## src/rtl/wm_phase_timer.sv

```systemverilog
// rtl/wm_phase_timer.sv - washing-machine phase duration timer
`timescale 1ns/1ps
module wm_phase_timer #(
   parameter int TICK_DIV    = 4,
   parameter int CNT_WIDTH   = 8,
   parameter int SOAK_TICKS  = 5,
   parameter int WASH_TICKS  = 6,
   parameter int RINSE_TICKS = 4,
   parameter int SPIN_TICKS  = 3
) (
   input  logic                 clock,
   input  logic                 reset_n,
   input  logic                 soak_Operation,
   input  logic                 wash_Operation,
   input  logic                 rinse_Operation,
   input  logic                 spin_Operation,
   input  logic                 lid,
   input  logic                 cancel,
   output logic                 phase_Done,
   output logic [CNT_WIDTH-1:0] time_Left,
   output logic                 running,
   output logic                 paused,
   output logic                 motor_Enable,
   output logic                 drain_Valve,
   output logic                 phase_Error
);

   localparam int PW = $clog2(TICK_DIV);
   localparam logic [PW-1:0]        PRESC_MAX = PW'(TICK_DIV - 1);
   localparam logic [CNT_WIDTH-1:0] SOAK_D    = CNT_WIDTH'(SOAK_TICKS);
   localparam logic [CNT_WIDTH-1:0] WASH_D    = CNT_WIDTH'(WASH_TICKS);
   localparam logic [CNT_WIDTH-1:0] RINSE_D   = CNT_WIDTH'(RINSE_TICKS);
   localparam logic [CNT_WIDTH-1:0] SPIN_D    = CNT_WIDTH'(SPIN_TICKS);

   typedef enum logic [2:0] {ST_IDLE, ST_LOAD, ST_RUN, ST_PAUSE, ST_DONE} state_t;
   typedef enum logic [2:0] {PH_NONE, PH_SOAK, PH_WASH, PH_RINSE, PH_SPIN} phase_t;

   state_t               state_q, state_d;
   phase_t               phase_q, phase_d;
   logic [CNT_WIDTH-1:0] tl_q, tl_d;
   logic [PW-1:0]        presc_q, presc_d;
   logic                 done_q, done_d;
   logic                 running_q, running_d;
   logic                 paused_q, paused_d;
   logic                 motor_q, motor_d;
   logic                 drain_q, drain_d;
   logic                 err_q, err_d;

   logic [3:0]           ops;
   logic                 multi_hot;
   phase_t               ph_in;
   logic                 tick;
   logic [CNT_WIDTH-1:0] load_dur;

   function automatic logic [CNT_WIDTH-1:0] duration(input phase_t p);
      case (p)
         PH_SOAK:  duration = SOAK_D;
         PH_WASH:  duration = WASH_D;
         PH_RINSE: duration = RINSE_D;
         PH_SPIN:  duration = SPIN_D;
         default:  duration = '0;
      endcase
   endfunction

   always_comb begin
      ops       = {spin_Operation, rinse_Operation, wash_Operation, soak_Operation};
      multi_hot = |(ops & (ops - 4'd1));
      ph_in     = PH_NONE;
      case (ops)
         4'b0001: ph_in = PH_SOAK;
         4'b0010: ph_in = PH_WASH;
         4'b0100: ph_in = PH_RINSE;
         4'b1000: ph_in = PH_SPIN;
         default: ph_in = PH_NONE;
      endcase
   end

   always_comb begin
      state_d  = state_q;
      phase_d  = phase_q;
      tl_d     = tl_q;
      presc_d  = presc_q;
      done_d   = 1'b0;
      tick     = (presc_q == PRESC_MAX);
      load_dur = duration(phase_q);

      if (cancel) begin
         state_d = ST_IDLE;
         phase_d = PH_NONE;
         tl_d    = '0;
         presc_d = '0;
      end else if (!multi_hot) begin
         // A multi-hot input freezes everything; only cancel gets through.
         case (state_q)
            ST_IDLE: begin
               if (ph_in != PH_NONE) begin
                  phase_d = ph_in;
                  state_d = ST_LOAD;
               end
            end
            ST_LOAD, ST_RUN, ST_PAUSE: begin
               if (ph_in != phase_q) begin
                  if (ph_in != PH_NONE) begin
                     phase_d = ph_in;
                     state_d = ST_LOAD;
                  end else begin
                     phase_d = PH_NONE;
                     state_d = ST_IDLE;
                     tl_d    = '0;
                     presc_d = '0;
                  end
               end else if (state_q == ST_LOAD) begin
                  tl_d    = load_dur;
                  presc_d = '0;
                  if (load_dur == '0) begin
                     state_d = ST_DONE;
                     done_d  = 1'b1;
                  end else begin
                     state_d = ST_RUN;
                  end
               end else if (lid && (phase_q == PH_SPIN)) begin
                  state_d = ST_PAUSE;
               end else begin
                  // Resuming from PAUSE counts in the same cycle the lid closes.
                  state_d = ST_RUN;
                  presc_d = tick ? '0 : presc_q + PW'(1);
                  if (tick) begin
                     if (tl_q <= CNT_WIDTH'(1)) begin
                        tl_d    = '0;
                        done_d  = 1'b1;
                        state_d = ST_DONE;
                     end else begin
                        tl_d = tl_q - CNT_WIDTH'(1);
                     end
                  end
               end
            end
            ST_DONE: begin
               if (ph_in != phase_q) begin
                  if (ph_in != PH_NONE) begin
                     phase_d = ph_in;
                     state_d = ST_LOAD;
                  end else begin
                     phase_d = PH_NONE;
                     state_d = ST_IDLE;
                     tl_d    = '0;
                     presc_d = '0;
                  end
               end
            end
            default: begin
               state_d = ST_IDLE;
               phase_d = PH_NONE;
               tl_d    = '0;
               presc_d = '0;
            end
         endcase
      end

      running_d = (state_d == ST_RUN);
      paused_d  = (state_d == ST_PAUSE);
      motor_d   = (state_d == ST_RUN) &&
                  ((phase_d == PH_WASH) || (phase_d == PH_RINSE) || (phase_d == PH_SPIN));
      drain_d   = ((state_d == ST_RUN) || (state_d == ST_PAUSE)) &&
                  ((phase_d == PH_SPIN) || (phase_d == PH_RINSE));
      err_d     = multi_hot;
   end

   always_ff @(posedge clock or negedge reset_n) begin
      if (!reset_n) begin
         state_q   <= ST_IDLE;
         phase_q   <= PH_NONE;
         tl_q      <= '0;
         presc_q   <= '0;
         done_q    <= 1'b0;
         running_q <= 1'b0;
         paused_q  <= 1'b0;
         motor_q   <= 1'b0;
         drain_q   <= 1'b0;
         err_q     <= 1'b0;
      end else begin
         state_q   <= state_d;
         phase_q   <= phase_d;
         tl_q      <= tl_d;
         presc_q   <= presc_d;
         done_q    <= done_d;
         running_q <= running_d;
         paused_q  <= paused_d;
         motor_q   <= motor_d;
         drain_q   <= drain_d;
         err_q     <= err_d;
      end
   end

   assign phase_Done   = done_q;
   assign time_Left    = tl_q;
   assign running      = running_q;
   assign paused       = paused_q;
   assign motor_Enable = motor_q;
   assign drain_Valve  = drain_q;
   assign phase_Error  = err_q;

endmodule

```

## config.mk

```make
export PLATFORM = sky130hd
export DESIGN_NAME = wm_phase_timer
export DESIGN_NICKNAME = d
export VERILOG_FILES = /design/src/rtl/wm_phase_timer.sv
export SDC_FILE = /design/constraint.sdc
export NUM_CORES = 1
export LEC_CHECK = 0
export CAP_MARGIN = 10
export CORE_MARGIN = 2
export CORE_UTILIZATION = 35
export CTS_BUF_LIST = sky130_fd_sc_hd__clkbuf_2
export CTS_CLUSTER_SIZE = 28
export DETAILED_ROUTE_END_ITERATION = 6
export SYNTH_ARGS = -nofsm -noshare
export SYNTH_HDL_FRONTEND = slang
export SYNTH_SLANG_ARGS = --single-unit
```

## constraint.sdc

```tcl
create_clock -name clock -period 3.2 [get_ports clock]
set_clock_uncertainty 0.2 [all_clocks]
set_input_delay 0.48 -clock clock [delete_from_list [all_inputs] [get_ports clock]]
set_output_delay 0.48 -clock clock [all_outputs]
set_load 0.01 [all_outputs]
```

### Word-level counts from Yosys, hierarchy flattened

Index checks and enable logic that the tools add are counted.

| storage, ports and cells | value |
|---|---|
| register bits | 22 |
| bits in latches | 0 |
| RAM bits | 0 |
| memory bits (read-only) | 0 |
| bits of input ports | 8 |
| logic and storage cells | 102 |
| memories | 0 |

| operators by class | value |
|---|---|
| add/sub/neg operators | 3 |
| multiply operators | 0 |
| divide/modulo/power cells | 0 |
| order comparisons | 1 |
| eq/ne operators | 24 |
| shift-type cells | 0 |
| muxes and demuxes | 48 |
| bitwise gates (word level) | 1 |
| reductions and logical operators | 15 |

Operator list:

| operator | number |
|---|---|
| $mux 8 | 9 |
| $mux 3 | 15 |
| $eq 3x2->1 const B | 8 |
| $pmux 3 s4 | 2 |
| $pmux 8 s3 | 1 |
| $mux 2 | 8 |
| $mux 1 | 10 |
| $ne 5x5->1 const B | 2 |
| $eq 3x3->1 const B | 3 |
| $pmux 3 s3 | 1 |
| $le 8x1->1 const B | 1 |
| $logic_not 8->1 | 1 |
| $reduce_or 4->1 | 2 |
| $sub 8x1->8 const B | 1 |
| $eq 3x1->1 const B | 2 |
| $pmux 2 s3 | 1 |
| $pmux 3 s2 | 1 |
| $reduce_and 5->1 | 1 |
| $and 4x4->4 | 1 |
| $eq 4x1->1 const B | 1 |
| $eq 4x2->1 const B | 1 |
| $eq 4x3->1 const B | 1 |
| $eq 4x4->1 const B | 1 |
| $logic_or 1x1->1 | 4 |
| other kinds (11) | 14 |

### Logic depth before layout (Yosys ltp)

Gate-level depths: netlist of run 1.

| depth | value |
|---|---|
| depth in word-level cells | 12 |
| gate-level depth with buffers | 10 |
| gate-level depth less buffers | 9 |

### Worst setup path before layout of run 1

OpenSTA, ideal clock, no wires.

| path | value |
|---|---|
| path kind | input -> register |
| from | input rinse_Operation |
| to | register presc_q[0] |
| arrival time | 2.420 ns |
| required time | 2.926 ns |
| path slack | 0.506 ns |
| stages | 8 |
| buffers on the path | 1 |
| cell sequence | buf_2 > or4b_4 > o21ai_2 > and3_4 > nand2_4 > or4_4 > or3_1 > o21ai_2 |

| on the way | value |
|---|---|
| longest elaborated chain between the ends | 8 |

RTL lines:

| element | RTL line | RTL |
|---|---|---|
| from (decl) | 15 | `input logic rinse_Operation,` |
| $eq 4x4->1, or another cell as far along | 69 | `case (ops)` |
| $pmux 3 s4 | 69 |  |
| $reduce_bool 3->1 | 103, 140 |  |
| $mux 2 | n/a |  |
| $mux 2, on equally long branches | n/a |  |
| $pmux 2 s3 | 94 | `case (state_q)` |
| $mux 2 | 92 | `end else if (!multi_hot) begin` |
| $mux 2 | 87 | `if (cancel) begin` |
| to (signal assigned) | 185 | `presc_q <= presc_d;` |
| to (decl) | 41 | `logic [PW-1:0] presc_q, presc_d;` |

Several ways; a longest one is shown, not always the timed one. The select of a mux whose other input is x is not followed.
A chain may end at the register's enable or synchronous reset.

### Worst setup path in the final report of run 1

| path | value |
|---|---|
| from | input wash_Operation |
| to | register motor_q (netlist: motor_Enable) |

RTL lines:

| element | RTL line | RTL |
|---|---|---|
| from (decl) | 14 | `input logic wash_Operation,` |
| $eq 4x4->1, or another cell as far along | 69 |  |
| $pmux 3 s4 | 69 |  |
| $ne 3x3->1 / $reduce_bool 3->1 (equally long branches) | 102, 139, 96 |  |
| $mux 3, on equally long branches | 139, 102, 96 |  |
| $pmux 3 s3 | 94 |  |
| $mux 3 * | 92 |  |
| $mux 3 * | 87 |  |
| via state_d[1] | 38 | `state_t state_q, state_d;` |
| $eq 3x2->1 * | 162 | `motor_d = (state_d == ST_RUN) &&` |
| $logic_and 1x1->1 * | 162 |  |
| via motor_d | 45 | `logic motor_q, motor_d;` |
| to (signal assigned) | 189 | `motor_q <= motor_d;` |
| to (decl) | 45 |  |

The timed path passes the listed nets; every way through them passes the cells marked *.

==> results summary, run 1 <==
The share of async-settable or async-resettable flops after synthesis is 100%. The worst ir drop on vdd came out at 0.183 mV. The final clock period utilization by the worst path is 84.5%. The run finished with clean final reports. Of the post-synthesis cell area, the dominant cell type holds 34.3%. The floorplan step defined a die boundary enclosing 0.00515 mm². TritonCTS built the clock tree. Summed over all layers, the global routing overflow is 0. The routed wire length is 3940 µm. The average vias per placed instance is 5.48. CTS built an H-tree with a depth of 1. The CTS root buffer is clkbuf_2. The part of the power in registers is 50.5%.

In the synthesized netlist the dominant register cell turns out to be dfrtp_1. The vertical die dimension came out at 71.8 µm. The first global-routing pass estimated 6550 µm of wire.

The summed area of non-filler cells in the final layout is 0.00194 mm². The count of distinct cell types in the synthesized netlist came out at 58. The placeable core area is 0.00438 mm². After synthesis the cells add up to 0.00161 mm².

The worst setup path is launched from an input pin. The headroom to the max-slew limit came out at 69.0%. The max-slew violation count is 0. The effective utilization at floorplan is 36.6%.

The number of buffers and inverters on the critical path came out at 2. Compared with the post-synthesis result, the final layout area differs by 21.0%. Traced cell by cell, the critical path runs through clkdlybuf4s50_1 -> or4b_4 -> o21ai_2 -> and3_4 -> nand2_4 -> buf_4 -> o31ai_1 -> nand2_1 -> a211oi_1.

The share of layout cells above drive strength 1 came out at 13.4%. The net count after synthesis is 208. The combinational cell fraction of total power is 30.0%. The clock sink count is 22. The number of buffers created by CTS is 3. The gate count after technology mapping is 197. Clock-pin slew was measured on the worst setup and hold paths at 0.22 ns. The fill cell total of the finished layout came out at 447.

The number of synthesized flops with an enable pin came out at 0. The largest delay contributor family on the critical path is simple AND/OR/NAND/NOR gates. The hold buffer count at CTS came out at 0. Setup repair after global routing left no endpoint under its margin. The power share of the clock group is 19.4%. The number of setup buffers added after CTS is 0. The largest fanout of any net on the critical path came out at 9. The number of design rule violations left after detail routing came out at 0.

The number of iterations in the first detailed-routing pass is 4. The initialized floorplan defines 24 standard-cell rows. The cell total after placement came out at 272. The maximum number of pins on one net before global-route repair is 23. The number of antenna diodes in the final layout is 0.

The antenna violation net count after detailed routing is 0. Dividing the detail-routed wire length by the instance count gives 14.3 µm. The synthesized area divided by synthesized cell count is 8.16 µm². The arrival time of the worst setup path is 2.76 ns. For this run, the number of standard cells in the final layout without fillers is 276. For the final routed database, the setup TNS stands at 0 ns. Sequential cells were found to cover 34.3% of the synthesized design area. The internal power summed over all cells came out at 0.389 mW. The via count of the first global-routing pass is 1402.

The worst path needs 2.70 ns of the cycle, external delays included. The flip-flop and latch count after synthesis is 22. The cell with the largest stage delay on the worst path is or4b_4. The count of routing violations after the opening detailed-route iteration is 57. The buffer depth of the longest clock path came out at 2.

At the later pin of the worst-skew pair, clock insertion delay measures 0.34 ns. The final HPWL from detailed placement came out at 2980 µm. The power density over the cells is 304 mW/mm². STA classifies the critical path endpoint as a flop. The achievable frequency is 370 MHz. The final net count is 236. The number of gates resized after CTS was 0. The fraction of the core area covered by cells at the end of the flow is 44.3%. Across the run, the number of max-cap violations was 0. The leakage component of the power came out at 0.838 nW. The final number of hold-violating endpoints came to 0.

The detailed-route via count is 1513. The total I/O pin count came out at 22. The placed instance area is 0.00193 mm². The required time of the worst setup path is 3.26 ns. The final hold slack came out at 0.251 ns. The final number of setup-violating endpoints came out at 0.

For this run, the total global-route usage over all layers was measured as 15.9%. In this design, the stage delay of the slowest critical-path cell is 0.58 ns. The number of input and output port buffers inserted came out at 21. At the pin with the least slew margin, the transition time is 0.460 ns. Of all cell types, the one taking the most synthesized area is dfrtp_1. In the post-synthesis netlist, the cell with the most instances is nand2_1. The class of the tightest hold or removal check is input pin to async pin. The number of antenna violations at the first check in global routing is 0.

Sorting the synthesized cells by area gives the leading types as dfrtp_1 (34%), nand2_1 (5.6%), nor2_1 (4.0%). The width of the chip is 71.8 µm. At the end of routability-driven placement, the weighted congestion stood at 0.789. The total net switching power is 0.202 mW. During synthesis, Yosys emitted a total of 0 warnings.

The class of the most critical setup path is input pin to flop. The fraction of power spent switching nets came out at 34.2%. In the synthesized netlist, the cells that appear most often are nand2_1 (24), dfrtp_1 (22), nor2_1 (17).
## power by group through the flow
stage,registers [mW],logic [mW],clock network (mW)
floorplan,0.294,0.123,0
global placement,0.303,0.174,0
detailed placement,0.303,0.176,0
CTS,0.298,0.176,0.120
global route,0.301,0.195,0.132
finish,0.299,0.177,0.115
## stage by stage
| step | power [mW] | setup WS [ns] |
|---|---|---|
| 2_1_floorplan | 0.418 | 0.506 |
| 5_1_grt | 0.628 | 0.339 |
| 3_5_place_dp | 0.479 | 0.132 |
| 4_1_cts | 0.595 | 0.510 |
| 6_report | 0.591 | 0.497 |
| 3_3_place_gp | 0.478 | 0.171 |
## worst reg2reg max path: stages, from the launching register on
cell	delay, ns
dfrtp_1	0.57
or3b_2	0.61
nand3_1	0.09
o21ai_0	0.18
o31ai_1	0.44
nand2_1	0.15
a211oi_1	0.20
## kinds of logic after synthesis
logic type                 Yosys count  share of synthesized area [%]
buffers and inverters               25                           6.85
and+or+nand+nor                     86                           28.3
AOI/OAI and AO/OA                   56                           25.5
DFF                                 22                           34.3
xor gates and xnor gates             5                           2.73
adders and majority gates            3                           2.34
## layout by cell type (no fill, tap or decap), types with 6 or more instances in the layout
cell type / count
nand2_1: 24
dfrtp_1: 22
clkdlybuf4s50_1: 21
nor2_1: 17
buf_4: 14
inv_1: 13
a21oi_1: 9
nand3_1: 8
o21ai_0: 8
or3_1: 6
nor3_1: 6
## area by class of cell
| class | count | area (µm²) | area share, % |
|---|---|---|---|
| multi-input combinational | 150 | 946 | 48.6 |
| sequential | 22 | 551 | 28.3 |
| timing repair buffer | 35 | 315 | 16.2 |
| tap | 52 | 65.1 | 3.35 |
| inverter | 13 | 48.8 | 2.51 |
| clock buffer | 3 | 15.0 | 0.772 |
| clock inverter | 1 | 3.75 | 0.193 |
## sequential cells by signal, indices dropped and copies added (netlist names)
signal / cells
presc_q: 2
motor_Enable: 1
phase_Done: 1
drain_Valve: 1
time_Left: 8
paused: 1
phase_q: 3
state_q: 3
running: 1
phase_Error: 1
## final timing paths
path / start / end / slack [ns] / depth (start not counted)
min in group clock: time_Left[5] / time_Left[5] / 0.37 / 2
worst min-delay path: reset_n / time_Left[0] / 0.25 / 2
max in group asynchronous: reset_n / state_q[0] / 2.30 / 2
worst max-delay path: wash_Operation / motor_Enable / 0.50 / 9
worst min register to register: time_Left[5] / time_Left[5] / 0.37 / 2
worst max register to register: state_q[2] / motor_Enable / 0.68 / 6
## metal layers
layer  track usage [%]  part of all wire, %
met1              21.7                   48
met2              26.1                   46
met3              3.52                  4.4
met4              3.35                  1.2
met5                 0                    0
No activity file was read; power rests on OpenSTA's default activity.
==> run 2, diff against run 1 <==
clock period = 2.6 ns   (was 3.2 ns; I/O delays follow)
==> run 2 against run 1 <==
Combinational power rose by 58%. Die area did not move. Cell count rose by 9.4%. Via count rose by 7.3%. Register-to-register slack got worse by 0.40 ns. Global-route usage rose by 1.6 points. Worst hold slack got worse by 0.085 ns. Sequential share of layout area fell by 3.1 points. Critical endpoint is now presc_q[0]. Highest routed layer unchanged.
==> results summary, run 2 (same netlist as run 1, synthesis figures left out) <==
The CTS tree is done. After routing the design area is 0.00218 mm². The number of design rule violations left after detail routing came out at 0. The number of inserted diodes came out at 0. The largest delay contributor family on the critical path is simple AND/OR/NAND/NOR gates. Leaving out fill and tap cells, the most frequent cell in the layout is buf_4. The met3 track demand over resource in global routing is 3.38%. The number of iterations in the first detailed-routing pass is 4. For met2 alone, demand over resource in global routing was 31.9%. The run finished with clean final reports. At the end of the flow, the number of nets in the layout was 262. The number of antenna violations at the first check in global routing came out at 0. The overall overflow remaining after global route is 0. The flip-flop count of the largest register after layout is 8. The count of buffers added on input and output ports is 21. The floorplan has 24 rows. The number of buffers and inverters on the critical path is 1.

At the worst endpoint, the arrival time is 2.63 ns. The area growth from synthesis to layout is 35.8%. The clock transition time at the flip-flop clock pins of the worst setup and hold paths came out at 0.22 ns. The CTS root buffer is clkbuf_2.

The placed instance area came out at 0.00212 mm². The final number of hold-violating endpoints came to 0. The die covers 0.00515 mm². In the routed layout, each cell is associated on average with a via count of 5.37. The last weighted congestion value of the routability-driven placer is 0.770. The routed wire length is 4120 µm. Measured on the finished design, the core utilization comes to 49.8%. The required time of the worst setup path is 2.69 ns. The type of destination of the critical path is a flop. The count of routing violations after the opening detailed-route iteration is 46.

The via count of the first global-routing pass is 1590. The final number of setup-violating endpoints came out at 0. The max-slew violation count came out at 0. The tightest min-delay check is of the input pin to async pin type. For the pin with the worst max-slew slack, the measured transition is 0.469 ns. CTS built an H-tree with a depth of 1. The share of layout cells above drive strength 1 came out at 24.8%. The number of violations of the max-capacitance limit is 0. Static timing analysis puts the maximum clock frequency at 394 MHz. After layout, the worst path uses 97.7% of the clock period. The power density over the cells is 359 mW/mm².

The slowest stage of the critical path belongs to the cell or4b_4. The buffer depth of the longest clock path came out at 2. Counting the buffers created by CTS gives 3. Entering global routing, the biggest net connects 23 pins.

The total area inside the core boundary comes to 0.00438 mm². Setup repair after global routing could not meet its margin everywhere. The antenna violation net count after detailed routing came out at 0. The hold buffer count at CTS is 0. From left edge to right edge, the die measures 71.8 µm. VDD sags by at most 0.256 mV. The most used cell along the critical path is o21ai_2. The largest fanout of any net on the critical path came out at 2. The first-pass GRT wire length came out at 7220 µm. The largest stage delay on the critical path came out at 0.55 ns. The analysis attributes to cell leakage a power of 0.983 nW. The routed layout has 1623 vias. The met1 layer usage reported by global route is 21.8%. The clock network latency to the later pin of the worst-skew pair came out at 0.33 ns.

The minimum period implied by the final worst setup slack came out at 2.54 ns. Traced cell by cell, the critical path runs through clkdlybuf4s50_1 -> or4b_4 -> o21ai_2 -> and3_4 -> nand2_4 -> or4_4 -> or3_1 -> o21ai_2. The top cell types in the final layout, fill and taps aside, are buf_4 (40), nand2_1 (24), dfrtp_1 (22), clkdlybuf4s50_1 (19), nor2_1 (17). The routed wirelength normalized by instance count came out at 13.6 µm. The clock sink count came out at 22. The wire-length estimate of the detail-placed layout is 3240 µm. The class of the most critical setup path is input pin to flop. The highest-utilization routing layer at the global route stage is met2. Once the floorplan was initialized, standard cells occupied 36.6% of the core. STA classifies the critical path startpoint as an input pin. Measured along the y axis, the die boundary spans 71.8 µm. The total I/O pin count came out at 22.

Measured against its own limit, the worst slew margin works out to 68.4%. The overall track demand over capacity in global routing came out at 17.5%.
==> run 2: report_power, final <==
group / switching (mW) / internal, mW
Combinational: 0.142 / 0.137
Clock: 0.107 / 0.0335
Sequential: 0.0121 / 0.352
==> run 2: cell type report <==
type,instances,area [µm²]
clock inverter,1,3.75
multi-input combinational,150,987
sequential,22,551
timing repair buffer,61,512
inverter,13,48.8
clock buffer,3,15.0
tap,52,65.1
fill,450,2200
==> run 2: stage by stage <==
| stage | hold slack (ns) | TNS (ns) | setup WS [ns] | cells | total power, mW |
|---|---|---|---|---|---|
| floorplan | -0.106 | -0.00403 | -0.00403 | 197 | 0.514 |
| global placement | 0.322 | -4.72 | -0.386 | 298 | 0.639 |
| detailed placement | 0.334 | -4.80 | -0.437 | 298 | 0.641 |
| CTS | 0.178 | 0 | 0.00119 | 302 | 0.784 |
| global route | 0.182 | -0.0573 | -0.0479 | 302 | 0.836 |
| finish | 0.166 | 0 | 0.0603 | 302 | 0.783 |
==> run 2: worst paths after layout <==
check / cells after the start / from / slack (ns) / to
worst max-delay path: 8 / wash_Operation / 0.06 / presc_q[0]
worst min-delay path: 2 / reset_n / 0.17 / time_Left[1]
worst max register to register: 8 / time_Left[3] / 0.28 / time_Left[2]
worst min register to register: 2 / presc_q[1] / 0.37 / presc_q[1]
max in group asynchronous: 2 / reset_n / 1.80 / phase_q[2]
min in group clock: 2 / presc_q[1] / 0.37 / presc_q[1]
==> run 2: layer usage <==
layer	share of wire, %	vias up
met1	44	764
met5	0	-
li1	-	829
met2	52	28
met3	3.2	2
met4	0.53	0
==> run 2: repair_timing <==
action / 4_1_cts / 5_1_grt
endpoints found under the setup margin: 2 / 10
setup buffers: 0 / 0
resized for setup: 2 / 6
pin swaps: 0 / 3
==> run 3, diff against run 2 <==
REMOVE_ABC_BUFFERS = 1   (was default)
==> run 3 against run 2 <==
Power grew 0.31%. Utilization is 0.057 points lower. Critical endpoint unchanged. Cell count is 0.33% lower. Sequential power about the same. Highest routed layer unchanged. Die area did not move. Critical path type unchanged. Global-route usage increased by 0.22 points. Non-clock buffer count shrank 1. Via count is 0.55% lower. Critical path depth stayed put.
==> results summary, run 3 (same netlist as run 1, synthesis figures left out) <==
The flow ran to the end, and the final reports show no timing, DRC or antenna violations. Data on the critical path arrives at its endpoint at 2.66 ns. The final HPWL from detailed placement is 3230 µm. The number of input and output port buffers inserted is 21. The leakage component of the power came out at 0.991 nW.

The max-slew violation count was 0. The cell total after placement is 297. Clock tree synthesis selected as its root buffer the cell clkbuf_2. The combinational cell fraction of total power is 35.6%. The clock network accounts for 18.2% of the total power. TritonCTS built the clock tree.

The routed wirelength normalized by instance count came out at 14.0 µm. The internal power of the cells totals 0.520 mW. Setup repair after global routing left no endpoint under its margin. The clock sink count is 22. The minimum period implied by the final worst setup slack came out at 2.56 ns.

The fraction of power spent switching nets is 33.8%. The width of the chip came out at 71.8 µm. The final clock period utilization by the worst path came out at 98.6%.

The detailed-route via count came out at 1614. The area occupied by multi-input gates is 985 µm². The number of design rule violations left after detail routing is 0. The type of destination of the critical path is a flop.

The setup TNS came out at 0 ns. The number of inserted diodes came out at 0. The top cell types in the final layout, fill and taps aside, are buf_4 (38), nand2_1 (24), dfrtp_1 (22), clkdlybuf4s50_1 (19), nor2_1 (17). The total area inside the core boundary comes to 0.00438 mm². The share of layout cells above drive strength 1 is 24.5%. The overall overflow remaining after global route came out at 0.

The number of standard cells in the layout, taps in and fillers out came out at 301. The power density over the cells came out at 360 mW/mm². Routability-driven placement finished with a final weighted congestion of 0.790.

The overall track demand over capacity in global routing came out at 17.8%. The most common cell after layout, fill and taps aside is buf_4. Summed over all nets, the switching power comes to 0.266 mW. The achievable frequency came out at 390 MHz. The effective utilization at floorplan is 36.6%.

The number of antenna violations at the first check in global routing was 0. The clock network latency to the later pin of the worst-skew pair came out at 0.33 ns. The vertical die dimension is 71.8 µm. The final net count is 261.

Once layout is complete, the utilization of the core stands at 49.7%. In this run, the number of DRC markers left after iteration 0 of detailed routing was 87. The required time of the worst setup path came out at 2.69 ns. The largest fanout of any net on the critical path came out at 2.

The flip-flop count of the largest register after layout came out at 8. The maximum number of pins on one net before global-route repair is 23. The fill cell total of the finished layout came out at 433. STA classifies the critical path startpoint as an input pin. The slew at the pin closest to its max-slew limit is 0.465 ns. The final number of setup-violating endpoints is 0. The total I/O pin count is 22.

The first-pass GRT wire length is 7400 µm. The area of the die is 0.00515 mm². The routed wire length is 4210 µm.

Before antenna repair, the detailed router went through 4 iterations. The final number of hold-violating endpoints is 0. The class of the tightest hold or removal check is input pin to async pin. In this run the deepest clock path goes through 2 buffers. The post-CTS setup buffer count is 0. After clock tree synthesis, the clock-pin slew on the worst setup and hold paths is 0.22 ns.

The headroom to the max-slew limit is 68.7%. The maximum level of the CTS H-tree came out at 1. In this run the core area contains 24 standard-cell rows.

The via count of the first global-routing pass was 1620. The number of buffers created by CTS came out at 3. The worst ir drop on vdd came out at 0.259 mV. The average vias per placed instance came out at 5.36.

The number of violations of the max-capacitance limit came out at 0. The area growth from synthesis to layout came out at 35.7%. The sequential cell area came out at 551 µm². The critical path is of the input pin to flop type.

The part of the power in registers is 46.2%. In this run the remaining antenna-violating nets after routing total 0.
==> run 3: changes by cell type in the layout (fill, tap and decap cells not counted), sizes merged <==
cell,change
dlygate4sd2,-1
dlymetal6s2s,+1
buf,-1
==> run 3: routing by layer <==
| layer | GRT usage [%] | vias to the layer above | wire (µm) |
|---|---|---|---|
| li1 | - | 824 | - |
| met1 | 23.6 | 766 | 1960 |
| met2 | 31.2 | 22 | 2100 |
| met3 | 3.23 | 2 | 130 |
| met4 | 1.89 | 0 | 17 |
| met5 | 0 | - | 0 |
==> run 3: layout make-up <==
| cell class | instances | area share, % |
|---|---|---|
| Clock buffer | 3 | 0.689 |
| Timing Repair Buffer | 60 | 23.5 |
| Multi-Input combinational cell | 150 | 45.2 |
| Sequential cell | 22 | 25.3 |
| Inverter | 13 | 2.24 |
| Clock inverter | 1 | 0.172 |
| Tap cell | 52 | 2.99 |
==> run 3: power groups by stage <==
stage	Combinational, mW	Sequential, mW	Clock [mW]
finish	0.280	0.363	0.143
global route	0.310	0.365	0.160
CTS	0.272	0.363	0.149
detailed placement	0.269	0.369	0
global placement	0.267	0.369	0
floorplan	0.126	0.371	0
==> run 3: repair_timing <==
action | in CTS | in global routing
endpoints found under the hold margin | 0 | 0
hold buffers | 0 | 0
pin swaps | 0 | 4
setup endpoints to repair | 1 | 4
resized for setup | 1 | 11
==> run 3: worst paths after layout <==
kind                       slack [ns]      startpoint      endpoint  cells past startpoint
setup / recovery                 0.04  wash_Operation    presc_q[0]                      8
hold / removal                   0.15         reset_n  time_Left[0]                      2
setup reg to reg                 0.25      phase_q[0]    presc_q[0]                      7
hold reg to reg                  0.37      presc_q[1]    presc_q[1]                      2
max in group asynchronous        1.82         reset_n    phase_q[0]                      2
min in group clock               0.37      presc_q[1]    presc_q[1]                      2
==> run 3: worst max-delay path: stages <==
cell,delay [ns]
clkdlybuf4s50_1,0.42
or4b_4,0.55
o21ai_2,0.13
and3_4,0.21
nand2_4,0.05
or4_4,0.52
or3_4,0.34
o21ai_2,0.06
==> run 3: stage by stage <==
step	cell area [µm²]	total power, mW	hold slack (ns)	worst slack (ns)
global route	2180	0.834	0.166	0.00646
global placement	2110	0.636	0.324	-0.361
CTS	2140	0.784	0.164	0.0568
floorplan	1550	0.497	-0.106	0.107
detailed placement	2110	0.638	0.327	-0.400
finish	2180	0.786	0.151	0.0377
